===== config.mk =====
export PLATFORM = sky130hd
export DESIGN_NAME = prng_lfsr_gen_flat
export DESIGN_NICKNAME = d
export VERILOG_FILES = /design/src/rtl/prng_lfsr_gen_if.sv /design/src/rtl/prng_lfsr_gen.sv /design/src/flat_wrapper.sv
export SDC_FILE = /design/constraint.sdc
export NUM_CORES = 1
export LEC_CHECK = 0
export CORE_MARGIN = 5
export CORE_UTILIZATION = 45
export DETAILED_ROUTE_END_ITERATION = 7
export DONT_BUFFER_PORTS = 1
export GPL_ROUTABILITY_DRIVEN = 1
export GPL_TIMING_DRIVEN = 0
export PLACE_DENSITY_LB_ADDON = 0.12
export SYNTH_ARGS = -nofsm -noshare
export SYNTH_HDL_FRONTEND = slang
export SYNTH_SLANG_ARGS = --single-unit

===== constraint.sdc =====
create_clock -name clk -period 6.7 [get_ports clk]
set_input_delay 1.005 -clock clk [delete_from_list [all_inputs] [get_ports clk]]
set_output_delay 1.005 -clock clk [all_outputs]
set_load 0.02 [all_outputs]

===== src/rtl/prng_lfsr_gen_if.sv =====
// Control, seed and output signals of the Galois-LFSR PRNG.
// The master drives control and seed; the slave (the generator) drives the random byte and status.
interface prng_lfsr_gen_if;
   logic       ena;
   logic [1:0] mode;
   logic       step;
   logic       seed_valid;
   logic [7:0] seed_byte;
   logic [7:0] rnd_out;
   logic       rnd_valid;
   logic       seed_busy;

   modport master (
      output ena, mode, step, seed_valid, seed_byte,
      input  rnd_out, rnd_valid, seed_busy
   );

   modport slave (
      input  ena, mode, step, seed_valid, seed_byte,
      output rnd_out, rnd_valid, seed_busy
   );
endinterface


===== src/rtl/prng_lfsr_gen.sv =====
// Galois-LFSR PRNG with byte-serial seed loading and HOLD/FREE/STEP/BYTE run modes.
// Define PRNG_WHITEN_EN to XOR the top state byte into the FREE/STEP output byte.
module prng_lfsr_gen #(
   parameter int unsigned      WIDTH = 16,
   parameter logic [WIDTH-1:0] TAPS  = 16'hB400,
   parameter logic [WIDTH-1:0] SEED  = 16'hACE1
) (
   input logic            clk,
   input logic            rst_n,
   prng_lfsr_gen_if.slave bus
);
   localparam int unsigned      NBYTES   = WIDTH / 8;
   localparam int unsigned      CNT_W    = $clog2(NBYTES) + 1;
   localparam logic [CNT_W-1:0] LAST_CNT = CNT_W'(NBYTES - 1);
   localparam logic [1:0]       MODE_HOLD = 2'd0;
   localparam logic [1:0]       MODE_FREE = 2'd1;
   localparam logic [1:0]       MODE_STEP = 2'd2;
   localparam logic [1:0]       MODE_BYTE = 2'd3;

   logic [WIDTH-1:0] state_r;
   logic [WIDTH-1:0] seed_sr_r;
   logic [CNT_W-1:0] seed_cnt_r;
   logic [2:0]       bit_cnt_r;
   logic [7:0]       pack_r;
   logic [1:0]       mode_q_r;
   logic [7:0]       rnd_out_r;
   logic             rnd_valid_r;

   logic [WIDTH-1:0] state_nxt_s;
   logic [WIDTH-1:0] seed_sr_nxt_s;
   logic             mode_chg_s;
   logic             do_step_s;
   logic [2:0]       bit_idx_s;
   logic [7:0]       pack_new_s;

   function automatic logic [WIDTH-1:0] lfsr_step(input logic [WIDTH-1:0] s);
      lfsr_step = s[0] ? ((s >> 1) ^ TAPS) : (s >> 1);
   endfunction

   function automatic logic [7:0] out_map(input logic [WIDTH-1:0] s);
`ifdef PRNG_WHITEN_EN
      out_map = s[7:0] ^ s[WIDTH-1:WIDTH-8];
`else
      out_map = s[7:0];
`endif
   endfunction

   // Next-state helpers: LFSR step, seed shift and the BYTE-mode packing slot.
   always_comb begin
      state_nxt_s   = lfsr_step(state_r);
      seed_sr_nxt_s = {seed_sr_r[WIDTH-9:0], bus.seed_byte};
      mode_chg_s    = (bus.mode != mode_q_r);
      // A mode change restarts packing in the same cycle that the new mode steps.
      if (mode_chg_s) begin
         bit_idx_s  = 3'd0;
         pack_new_s = {7'd0, state_r[0]};
      end else begin
         bit_idx_s  = bit_cnt_r;
         pack_new_s = pack_r | ({7'd0, state_r[0]} << bit_cnt_r);
      end
      if (bus.seed_valid || (seed_cnt_r != '0)) begin
         do_step_s = 1'b0;
      end else begin
         case (bus.mode)
            MODE_HOLD: do_step_s = 1'b0;
            MODE_FREE: do_step_s = 1'b1;
            MODE_STEP: do_step_s = bus.step;
            MODE_BYTE: do_step_s = 1'b1;
            default:   do_step_s = 1'b0;
         endcase
      end
   end

   // Seed loading has priority over generation; ena low freezes everything but rnd_valid.
   always_ff @(posedge clk or negedge rst_n) begin
      if (!rst_n) begin
         state_r     <= SEED;
         seed_sr_r   <= '0;
         seed_cnt_r  <= '0;
         bit_cnt_r   <= 3'd0;
         pack_r      <= 8'h00;
         mode_q_r    <= MODE_HOLD;
         rnd_out_r   <= 8'h00;
         rnd_valid_r <= 1'b0;
      end else if (bus.ena) begin
         mode_q_r    <= bus.mode;
         rnd_valid_r <= 1'b0;
         if (mode_chg_s) begin
            bit_cnt_r <= 3'd0;
            pack_r    <= 8'h00;
         end
         if (bus.seed_valid) begin
            seed_sr_r <= seed_sr_nxt_s;
            if (seed_cnt_r == LAST_CNT) begin
               state_r    <= (seed_sr_nxt_s == '0) ? SEED : seed_sr_nxt_s;
               seed_cnt_r <= '0;
               bit_cnt_r  <= 3'd0;
               pack_r     <= 8'h00;
            end else begin
               seed_cnt_r <= seed_cnt_r + CNT_W'(1);
            end
         end else if (do_step_s) begin
            state_r <= state_nxt_s;
            if (bus.mode == MODE_BYTE) begin
               if (bit_idx_s == 3'd7) begin
                  rnd_out_r   <= pack_new_s;
                  rnd_valid_r <= 1'b1;
                  bit_cnt_r   <= 3'd0;
                  pack_r      <= 8'h00;
               end else begin
                  bit_cnt_r <= bit_idx_s + 3'd1;
                  pack_r    <= pack_new_s;
               end
            end else begin
               rnd_out_r   <= out_map(state_nxt_s);
               rnd_valid_r <= 1'b1;
            end
         end
      end else begin
         rnd_valid_r <= 1'b0;
      end
   end

   assign bus.rnd_out   = rnd_out_r;
   assign bus.rnd_valid = rnd_valid_r;
   assign bus.seed_busy = (seed_cnt_r != '0);
endmodule


===== src/flat_wrapper.sv =====
// flat-port wrapper written by rule: the top's interface ports become plain ports
module prng_lfsr_gen_flat 
#(
   parameter int unsigned      WIDTH = 16,
   parameter logic [WIDTH-1:0] TAPS  = 16'hB400,
   parameter logic [WIDTH-1:0] SEED  = 16'hACE1
)
  (clk, rst_n, bus_ena, bus_mode, bus_step, bus_seed_valid, bus_seed_byte, bus_rnd_out, bus_rnd_valid, bus_seed_busy);
  prng_lfsr_gen_if bus_i ();
  input logic clk;
  input logic rst_n;
  input wire logic [$bits(bus_i.ena)-1:0] bus_ena;
  input wire logic [$bits(bus_i.mode)-1:0] bus_mode;
  input wire logic [$bits(bus_i.step)-1:0] bus_step;
  input wire logic [$bits(bus_i.seed_valid)-1:0] bus_seed_valid;
  input wire logic [$bits(bus_i.seed_byte)-1:0] bus_seed_byte;
  output wire logic [$bits(bus_i.rnd_out)-1:0] bus_rnd_out;
  output wire logic [$bits(bus_i.rnd_valid)-1:0] bus_rnd_valid;
  output wire logic [$bits(bus_i.seed_busy)-1:0] bus_seed_busy;
  assign bus_i.ena = bus_ena;
  assign bus_i.mode = bus_mode;
  assign bus_i.step = bus_step;
  assign bus_i.seed_valid = bus_seed_valid;
  assign bus_i.seed_byte = bus_seed_byte;
  assign bus_rnd_out = bus_i.rnd_out;
  assign bus_rnd_valid = bus_i.rnd_valid;
  assign bus_seed_busy = bus_i.seed_busy;
  prng_lfsr_gen #(.WIDTH(WIDTH), .TAPS(TAPS), .SEED(SEED)) u_core (.clk(clk), .rst_n(rst_n), .bus(bus_i));
endmodule

# Word level (Yosys, flattened, before mapping)
# Index checks and enable logic that the tools add are counted.
[totals]
regBits = 48
inputBits = 15
out_inout_bits = 10
word_cells = 59
[op_classes]
n_addsub = 2
n_eq_ne = 8
n_shift = 1
mux = 28
bitwise = 3
n_reduce_logical = 9
[ops]
columns = ["cell", "n"]
rows = [
  ["2-to-1 mux 16 bit", 5],
  ["2-to-1 mux 8 bit", 9],
  ["2-to-1 mux 3 bit", 6],
  ["zero test 16 bit", 1],
  ["bitwise OR 8 bit", 1],
  ["left shift 1 x 3 -> 8 bit", 1],
  ["2-to-1 mux 1 bit", 6],
  ["== test 2 x 1 -> 1 bit, second input constant", 2],
  ["== test 2 bit, second input constant", 2],
  ["NOT 3 -> 4 bit", 1],
  ["AND reduction 4 bit", 1],
  ["nonzero test 2 bit", 2],
  ["adder 3 x 1 -> 3 bit, second input constant", 1],
  ["== test 3 bit, second input constant", 1],
  ["one-hot mux 1 bit (3 select lines)", 1],
  ["AND reduction 3 bit", 1],
  ["adder 2 x 1 -> 2 bit, second input constant", 1],
  ["zero test 2 bit", 1],
  ["2-to-1 mux 2 bit", 1],
  ["!= test 2 x 1 -> 1 bit, second input constant", 1],
  ["!= test 2 bit", 1],
  ["!= test 2 bit, second input constant", 1],
  ["AND reduction 2 bit", 1],
  ["OR reduction 2 bit", 1],
  ["other kinds (2)", 2],
]

# Depth between registers and ports, before layout
# Gate-level depths: netlist of run 1.
[depth]
word_depth = 8
depth_mapped = 10
depth_no_buf = 8

# Worst setup path before layout of run 1
# Ideal clock, no wire load.
[synth_timing]
path_kind = "input-to-reg"
start = "input bus_mode[0]"
end = "register u_core.pack_r[6]"
setup_time_ns = 0.064
arrival_time_ns = 2.760
required_time_ns = 6.636
setup_slack_ns = 3.875
cell_stages = 10
path_buffers = 2
path_cell_list = "xnor2_2 > nand2_2 > buf_6 > nor2_1 > ha_1 > ha_1 > or4_1 > buf_6 > nor4_4 > a211o_1"
[synth_via]
elab_chain_len = 7
word_cells_on_any_way = 17
cone_classes = "eq/ne: 5; mux: 10; reduce/logical: 2"
[synth_rtl]
columns = ["item", "line_no", "source"]
rows = [
  ["start, declared", "flat_wrapper.sv:13", "input wire logic [$bits(bus_i.mode)-1:0] bus_mode;"],
  ["!= test 2 bit", "prng_lfsr_gen.sv:52", "mode_chg_s = (bus.mode != mode_q_r);"],
  ["2-to-1 mux 3 bit", "prng_lfsr_gen.sv:54", "if (mode_chg_s) begin"],
  ["== test 3 bit", "prng_lfsr_gen.sv:105", "if (bit_idx_s == 3'd7) begin"],
  ["2-to-1 mux 8 bit", "prng_lfsr_gen.sv:105", ""],
  ["2-to-1 mux 8 bit", "prng_lfsr_gen.sv:104", "if (bus.mode == MODE_BYTE) begin"],
  ["2-to-1 mux 8 bit", "prng_lfsr_gen.sv:102", "end else if (do_step_s) begin"],
  ["2-to-1 mux 8 bit (*)", "prng_lfsr_gen.sv:92", "if (bus.seed_valid) begin"],
  ["end signal, assigned", "prng_lfsr_gen.sv:112", "pack_r <= pack_new_s;"],
  ["end, declared", "prng_lfsr_gen.sv:24", "logic [7:0] pack_r;"],
]
# Every way passes the cells marked *; elsewhere a longest branch is shown, timed or not.
# A chain may end at the register's enable or synchronous reset.

# Worst setup path after layout of run 1
[layout_timing]
start = "input bus_mode[0]"
end = "register u_core.pack_r[0]"
# The elaborated chain is that of the path after synthesis.

==> results of run 1 <==
[final timing paths]
kind	start	end	slack, ps	cells after the start
setup / recovery	bus_mode[0]	u_core.pack_r[0]	3980	10
hold / removal	rst_n	u_core.bus.rnd_out[0]	390	0
setup reg to reg	u_core.mode_q_r[0]	u_core.bus.rnd_out[3]	4220	9
hold reg to reg	u_core.pack_r[3]	u_core.pack_r[3]	490	1
max in group asynchronous	rst_n	u_core.state_r[7]	6120	0
min in group clk	u_core.pack_r[3]	u_core.pack_r[3]	490	1
[cell families after synthesis]
group	Yosys count	synth area share
compound gates	57	0.169
xor+xnor	6	0.0265
fa+ha+maj	2	0.00983
buf+inv	29	0.0546
flops	48	0.476
mux	34	0.150
simple gates	50	0.114
[Yosys cell counts, drive strengths merged, types with 2 or more instances]
master | number | area share
dfrtp | 40 | 0.39
o21a | 3 | 0.0088
nor4bb | 3 | 0.012
inv | 16 | 0.024
nor2 | 11 | 0.016
dfstp | 8 | 0.083
nand2 | 17 | 0.026
nand3 | 3 | 0.0059
xnor2 | 6 | 0.027
nor4 | 6 | 0.021
mux2 | 33 | 0.15
buf | 7 | 0.022
a41oi | 5 | 0.017
o31ai | 5 | 0.020
a21oi | 6 | 0.012
nor3 | 4 | 0.0098
a21o | 3 | 0.0088
o2bb2ai | 4 | 0.014
o21ai | 11 | 0.023
a22o | 5 | 0.017
a22oi | 3 | 0.0088
o211ai | 7 | 0.021
ha | 2 | 0.0098
clkbuf | 6 | 0.0088
[routing by layer]
layer | track usage | share of wire | wire length (um)
met5 | 0 | 0 | 0
met4 | 0.0475 | 0.013 | 72
met3 | 0.0417 | 0.048 | 265
met2 | 0.240 | 0.44 | 2440
met1 | 0.239 | 0.50 | 2780
[sequential cells by signal (all words and copies together) (netlist names)]
signal	count
u_core.bus.rnd_out	8
u_core.mode_q_r	2
u_core.pack_r	8
u_core.seed_sr_r	8
u_core.state_r	16
u_core.bit_cnt_r	3
u_core.bus.rnd_valid	1
u_core.seed_cnt_r	2
[report_power, final]
part	total, mW	internal, mW	switching, mW
sequential	0.480	0.392	0.0886
clock	0.182	0.0840	0.0981
combinational	0.263	0.141	0.122
total	0.925	0.617	0.308
[cell type report]
type,count,area (sq um)
multi-input cells,149,1190
plain buffers,13,78.8
inverters,16,60.1
fillers,507,2780
clock buffers,7,86.3
well taps,72,90.1
clock inverters,1,7.51
flip-flops and latches,48,1210
[through the flow]
stage | power (mW) | util | hold WS, ps | instances | area [sq um]
3_3_place_gp | 0.747 | 0.479 | 460 | 298 | 2640
5_1_grt | 0.989 | 0.496 | 364 | 306 | 2730
4_1_cts | 0.937 | 0.496 | 378 | 306 | 2730
6_report | 0.925 | 0.496 | 387 | 306 | 2730
3_5_place_dp | 0.751 | 0.479 | 467 | 298 | 2640
2_1_floorplan | 0.687 | - | 451 | 226 | 2540
[worst register-to-register path, stage by stage (launching register included)]
cell and delay, ps:
dfrtp_1 420, xnor2_2 460, nand2_2 220, buf_6 200
nor2_1 90, ha_1 150, ha_1 170, o211a_1 160
buf_4 170, mux2_2 350
==> flow_summary.toml, run 1 <==
[timing]
final_hold_viol_count = 0
rsz0062_at_grt = "false"
max_slew_margin = 0.602
fin_crit_ps = 2720
finalSetupTns_ps = 0
clock_skew_ps = 7.27
slew_violations = 0
setup_slack_ps = 3980
worstMarginPinSlew_ps = 596
fmax_mhz = 367
finalSetupViolations = 0
layout_worst_path_cycle_share = 0.407

[placement]
hpwl_um = 3980
pre_cts_slack_ps = 3680
numPortBuffers = 0
gp_congestion = 0.815

[floorplanning]
chipHeight_um = 85.2
fp.dieW_um = 85.2
start_util = 0.462
io_pins = 25
fp-row-count = 27
die_area_sq_um = 7260
core_area_sq_um = 5510

[drt]
drc = 0
wirelength_um = 5560
first_iter_violations = 101
vias = 1730
drt_pass1_iterations = 4
drtAntennaViolNets = 0
via_per_inst = 5.65
wl_per_cell_um = 18.2

[grt]
antenna_found_initial = 0
grt_pass1_wl_um = 9390
grt_pass1_vias = 1767
grt_max_degree = 49
grtUsageTotal = 0.164
grt_overflow = 0

[logic_synthesis]
synth_top_flop_cell = "dfrtp_1"
ys_async_sr_fraction = 1.00
yosysSeqAreaShare = 0.476
synth-seq-cells = 48
syn_nets = 243
synth_edf_count = 0
syn_area_sq_um = 2540
synth-warning-count = 0
synthesis.instances = 226
synth_cell_types = 44
synth.avg_cell_area_sq_um = 11.3

[clock_tree]
clk_latency_ps = 300
cts-root-buf = "clkbuf_8"
clk_pin_slew_ps = 90
cts_hold_buf = 0
cts.sink_count = 48
cts_buffers = 5
postCtsSetupBuffers = 0
cts_tree = "built"
cts_buffer_depth = 2
htreeDepth = 2
cts_resized = 0

[pwr]
p_leak_nw = 1.20
max-vdd-ir-drop_uv = 201
power_density_nw_per_um2 = 339

[worst_setup_path]
cp.buffers_inverters = 2
cp-end-kind = "register"
slowest_delay_ps = 520
start_kind = "input pin"
slowest_stage = "or4_1"
crit_fanout = 10
required_ps = 6940
crit_chain = "xnor2_2 -> nand2_2 -> buf_6 -> nor2_1 -> ha_1 -> ha_1 -> or4_1 -> buf_6 -> o41ai_1 -> a22o_1"
cp_top_family = "simple AND/OR/NAND/NOR gates"
worstSetupPathType = "input pin to register"
critPathArrivalTime_ps = 2970

[final_layout]
antenna_cells = 0
final_cell_mix = "dfrtp_1, mux2_2, inv_1, nand2_1, nor2_1"
drive_gt1_frac = 0.278
final_common_cell = "dfrtp_1"
synthToLayoutAreaGrowth_pct = 7.23
nets = 250

[flow_run]
cap_violations = 0

[hold_path]
hold_path.class = "input pin to async pin"

[status]
run_status = "completed"
(Power assumes the default switching activity.)
==> inputs of run 2 (changes only) <==
==> constraint.sdc (replaced) <==
create_clock -name clk -period 2.26 [get_ports clk]
set_input_delay 0.339 -clock clk [delete_from_list [all_inputs] [get_ports clk]]
set_output_delay 0.339 -clock clk [all_outputs]
set_load 0.02 [all_outputs]
==> flow_summary.toml, run 2 (same netlist as run 1, synthesis figures left out) <==
[grt]
grt_pass1_vias = 1818
antenna_found_initial = 0
grt_max_degree = 49
grtUsageTotal = 0.166
grt_overflow = 0
grt_pass1_wl_um = 9490

[placement]
hpwl_um = 3980
placed_cells = 298
numPortBuffers = 0
gp_congestion = 0.815

[drt]
drt_pass1_iterations = 4
first_iter_violations = 108
wirelength_um = 5660
vias = 1779
wl_per_cell_um = 18.2
drc = 0
via_per_inst = 5.72
drtAntennaViolNets = 0

[worst_setup_path]
cp-end-kind = "register"
crit_top_cell = "ha_1"
slowest_stage = "dfrtp_2"
slowest_delay_ps = 450
critPathLaunch = "u_core.mode_q_r[0]"
start_kind = "register"
regToRegEndpoint = "u_core.bus.rnd_out[3]"
crit_end = "u_core.bus.rnd_out[3]"
critPathArrivalTime_ps = 2330
crit_chain = "xnor2_4 -> nand2_4 -> nor2_1 -> ha_1 -> ha_1 -> o211a_1 -> buf_4 -> mux2_2"
r2r_cells = 8
required_ps = 2450
crit_fanout = 11
worstReg2RegStart = "u_core.mode_q_r[0]"
worstSetupPathType = "register to register"
r2r_slack_ps = 130

[flow_run]
cap_violations = 0

[clock_tree]
cts.sink_count = 48
cts_buffer_depth = 2
cts_buffers = 5
cts-root-buf = "clkbuf_8"
clk_pin_slew_ps = 90
clk_latency_ps = 300
htreeDepth = 2
cts_tree = "built"

[pwr]
power_density_nw_per_um2 = 991
p_leak_nw = 1.23
max-vdd-ir-drop_uv = 594

[timing]
finalSetupTns_ps = 0
rsz0062_at_grt = "false"
worstMarginPinSlew_ps = 591
final_hold_viol_count = 0
max_slew_margin = 0.606
fin_crit_ps = 2130
slew_violations = 0
layout_worst_path_cycle_share = 0.944
clock_skew_ps = 7.20
fmax_mhz = 469
finalSetupViolations = 0

[final_layout]
final_cell_mix = "dfrtp_1, mux2_2, inv_1, nand2_1, nor2_1"
drive_gt1_frac = 0.305
largest_reg_flops = 16
antenna_cells = 0
final_common_cell = "dfrtp_1"
largest_register = "u_core.state_r"
fin_cells = 311
synthToLayoutAreaGrowth_pct = 10.8
nets = 255

[floorplanning]
io_pins = 25
fp-row-count = 27
die_area_sq_um = 7260
start_util = 0.462
chipHeight_um = 85.2
core_area_sq_um = 5510
fp.dieW_um = 85.2

[status]
run_status = "completed"

[hold_path]
hold_path.class = "input pin to register"
## run 2: changes by cell type in the layout (fill, tap and decap cells not counted), moves of 2 or more
cell,before,now
dfrtp_2,0,2
xnor2_4,0,2
dfrtp_1,40,38
buf_6,3,1
buf_4,1,6
xnor2_2,2,0
## run 2: routing by layer
layer / up-vias / wire, um / track usage / share of wire
met4: 0 / 76 / 0.0475 / 0.013
met1: 882 / 2770 / 0.239 / 0.49
li1: 848 / - / - / -
met3: 7 / 306 / 0.0408 / 0.054
met2: 42 / 2510 / 0.249 / 0.44
met5: - / 0 / 0 / 0
## run 2: where the power goes
part / internal [mW] / leakage [nW] / switching (mW)
Clock: 0.249 / 0.0445 / 0.293
Combinational: 0.443 / 0.595 / 0.385
Sequential: 1.16 / 0.593 / 0.265
Total: 1.85 / 1.23 / 0.942
## run 2: through the flow
step | setup WS, ps | utilization | area [sq um] | hold slack [ps] | power (mW)
6_report | 126 | 0.512 | 2820 | 184 | 2.80
4_1_cts | 20.4 | 0.513 | 2820 | 177 | 2.83
5_1_grt | 24.9 | 0.512 | 2820 | 168 | 2.98
3_3_place_gp | -215 | 0.479 | 2640 | 45.6 | 2.22
3_5_place_dp | -197 | 0.479 | 2640 | 45.7 | 2.23
2_1_floorplan | 28.8 | - | 2540 | 43.4 | 2.04
## run 2: layout make-up
cell class	count	area, sq um
Inverter	16	60.1
Multi-Input combinational cell	149	1230
Clock buffer	7	86.3
Sequential cell	48	1210
Buffer	11	56.3
Fill cell	497	2690
Timing Repair Buffer	7	75.1
Tap cell	72	90.1
Clock inverter	1	7.51
## run 2: worst min path at each step
stage / from / to / slack, ps / cells past startpoint
global route: bus_seed_byte[2] / u_core.seed_sr_r[2] / 170 / 1
floorplan: rst_n / u_core.bit_cnt_r[0] / 40 / 0
detailed placement: rst_n / u_core.seed_cnt_r[0] / 50 / 0
CTS: bus_seed_byte[2] / u_core.seed_sr_r[2] / 180 / 1
global placement: rst_n / u_core.seed_cnt_r[0] / 50 / 0
finish: bus_seed_byte[2] / u_core.seed_sr_r[2] / 180 / 1
## run 2: timing repair
| item | 4_1_cts | 5_1_grt |
|---|---|---|
| endpoints found under the setup margin | 17 | 5 |
| hold buffers | 2 | 0 |
| endpoints found under the hold margin | 48 | 0 |
| setup buffers | 5 | 0 |
| resized for setup | 5 | 2 |
| pin swaps | 4 | 3 |
## run 2: critical path, delay by kind of cell, from the launching register on
family,cells,cell delay [ps]
buffers and inverters,1,170
XOR/XNOR,1,290
flip-flops,1,450
AO/OA/AOI/OAI,1,160
multiplexers,1,340
adder cells (fa/ha/maj),2,330
AND/OR/NAND/NOR,2,270
==> inputs of run 3 (changes only) <==
--- a/config.mk
+++ b/config.mk
@@ -5,7 +5,6 @@
 export SDC_FILE = /design/constraint.sdc
 export NUM_CORES = 1
 export LEC_CHECK = 0
-export CORE_MARGIN = 5
 export CORE_UTILIZATION = 45
 export DETAILED_ROUTE_END_ITERATION = 7
 export DONT_BUFFER_PORTS = 1
==> flow_summary.toml, run 3 (same netlist as run 1, synthesis figures left out) <==
[status]
run_status = "completed"

[final_layout]
largest_reg_flops = 16
synthToLayoutAreaGrowth_pct = 12.5
antenna_cells = 0
final_cell_mix = "dfrtp_1, mux2_2, inv_1, nand2_1, nor2_1"
multi_input_area_sq_um = 1250
final_common_cell = "dfrtp_1"
ff_latch_area_sq_um = 1210
largest_register = "u_core.state_r"
nets = 257
drive_gt1_frac = 0.328
fillers = 517

[drt]
first_iter_violations = 88
vias = 1800
drc = 0
drtAntennaViolNets = 0
drt_pass1_iterations = 4
wl_per_cell_um = 18.3
wirelength_um = 5720
via_per_inst = 5.75

[worst_setup_path]
cp-end-kind = "register"
start_kind = "register"
worstSetupPathType = "register to register"
slowest_delay_ps = 450
critPathArrivalTime_ps = 2380
cp.buffers_inverters = 2
crit_top_cell = "buf_6"
crit_fanout = 10
crit_chain = "xnor2_4 -> nand2_4 -> buf_6 -> nor2_1 -> ha_1 -> ha_2 -> o211a_1 -> buf_6 -> mux2_2"
slowest_stage = "dfrtp_2"
required_ps = 2450
cp_top_family = "flip-flops"

[floorplanning]
fp.dieW_um = 77.2
io_pins = 25
die_area_sq_um = 5960
chipHeight_um = 77.2
core_area_sq_um = 5470
fp-row-count = 27
start_util = 0.465

[clock_tree]
cts_buffers = 5
htreeDepth = 2
cts_buffer_depth = 2
clk_pin_slew_ps = 90
cts.sink_count = 48
cts_tree = "built"
clk_latency_ps = 300
cts-root-buf = "clkbuf_8"

[timing]
final_hold_viol_count = 0
max_slew_margin = 0.590
layout_worst_path_cycle_share = 0.967
slew_violations = 0
clock_skew_ps = 5.87
fin_crit_ps = 2190
finalSetupTns_ps = 0
fmax_mhz = 457
rsz0062_at_grt = "true"
finalSetupViolations = 0
worstMarginPinSlew_ps = 613
hold_ws_ps = 180

[pwr]
power_mw = 2.81
p_leak_nw = 1.25
max-vdd-ir-drop_uv = 459
power_density_nw_per_um2 = 983

[grt]
grt_overflow = 0
antenna_found_initial = 0
grtUsageTotal = 0.208
grt_pass1_wl_um = 9580
grt_pass1_vias = 1825
grt_max_degree = 49

[placement]
gp_congestion = 0.771
hpwl_um = 3870
numPortBuffers = 0

[hold_path]
hold_path.class = "input pin to register"

[flow_run]
cap_violations = 0
run 3: changes by cell type in the layout (fill, tap and decap cells not counted), sizes merged:
cell / delta
buf: +2
run 3: repair_timing:
item / in CTS / in global routing
hold buffers: 2 / 0
buffers inserted: 5 / 1
endpoints found under the setup margin: 17 / 13
pin swaps: 4 / 3
resized for setup: 6 / 6
hold endpoints to repair: 48 / 0
run 3: path summary, 6_finish.rpt:
path,startpoint,end,slack (ps),cells after the start
max,u_core.mode_q_r[0],u_core.bus.rnd_out[3],70,9
min,bus_seed_byte[3],u_core.seed_sr_r[3],180,1
max reg2reg,u_core.mode_q_r[0],u_core.bus.rnd_out[3],70,9
min reg2reg,u_core.pack_r[5],u_core.pack_r[5],480,1
max in group asynchronous,rst_n,u_core.state_r[7],1430,2
min in group asynchronous,rst_n,u_core.seed_cnt_r[0],520,2
run 3: final cells by class:
class                      instances  share of cell area
tap                               72              0.0315
buffer                            12              0.0249
clock inverter                     1             0.00262
clock buffer                       7              0.0302
sequential                        48               0.424
timing repair buffer               8              0.0288
inverter                          16              0.0210
multi-input combinational        149               0.437
run 3: per-layer routing:
layer	share of wire	vias to the layer above	routed length [um]	track usage
li1	-	859	-	-
met1	0.50	899	2850	0.301
met2	0.46	37	2610	0.313
met3	0.035	5	200	0.0464
met4	0.011	0	65	0.0566
met5	0	-	0	0
run 3: report_power, final:
| group | internal (mW) | total [mW] | switching (mW) |
|---|---|---|---|
| Combinational | 0.451 | 0.841 | 0.390 |
| Sequential | 1.16 | 1.43 | 0.266 |
| Clock | 0.249 | 0.546 | 0.297 |
| Total | 1.86 | 2.81 | 0.953 |
run 3: per-stage QoR:
| stage | utilization | instance area (sq um) | setup WS [ps] | cells |
|---|---|---|---|---|
| 3_3_place_gp | 0.481 | 2640 | -193 | 298 |
| 5_1_grt | 0.523 | 2860 | -24.5 | 313 |
| 3_5_place_dp | 0.481 | 2640 | -215 | 298 |
| 6_report | 0.523 | 2860 | 73.5 | 313 |
| 2_1_floorplan | - | 2540 | 28.8 | 226 |
| 4_1_cts | 0.516 | 2830 | 24.3 | 312 |
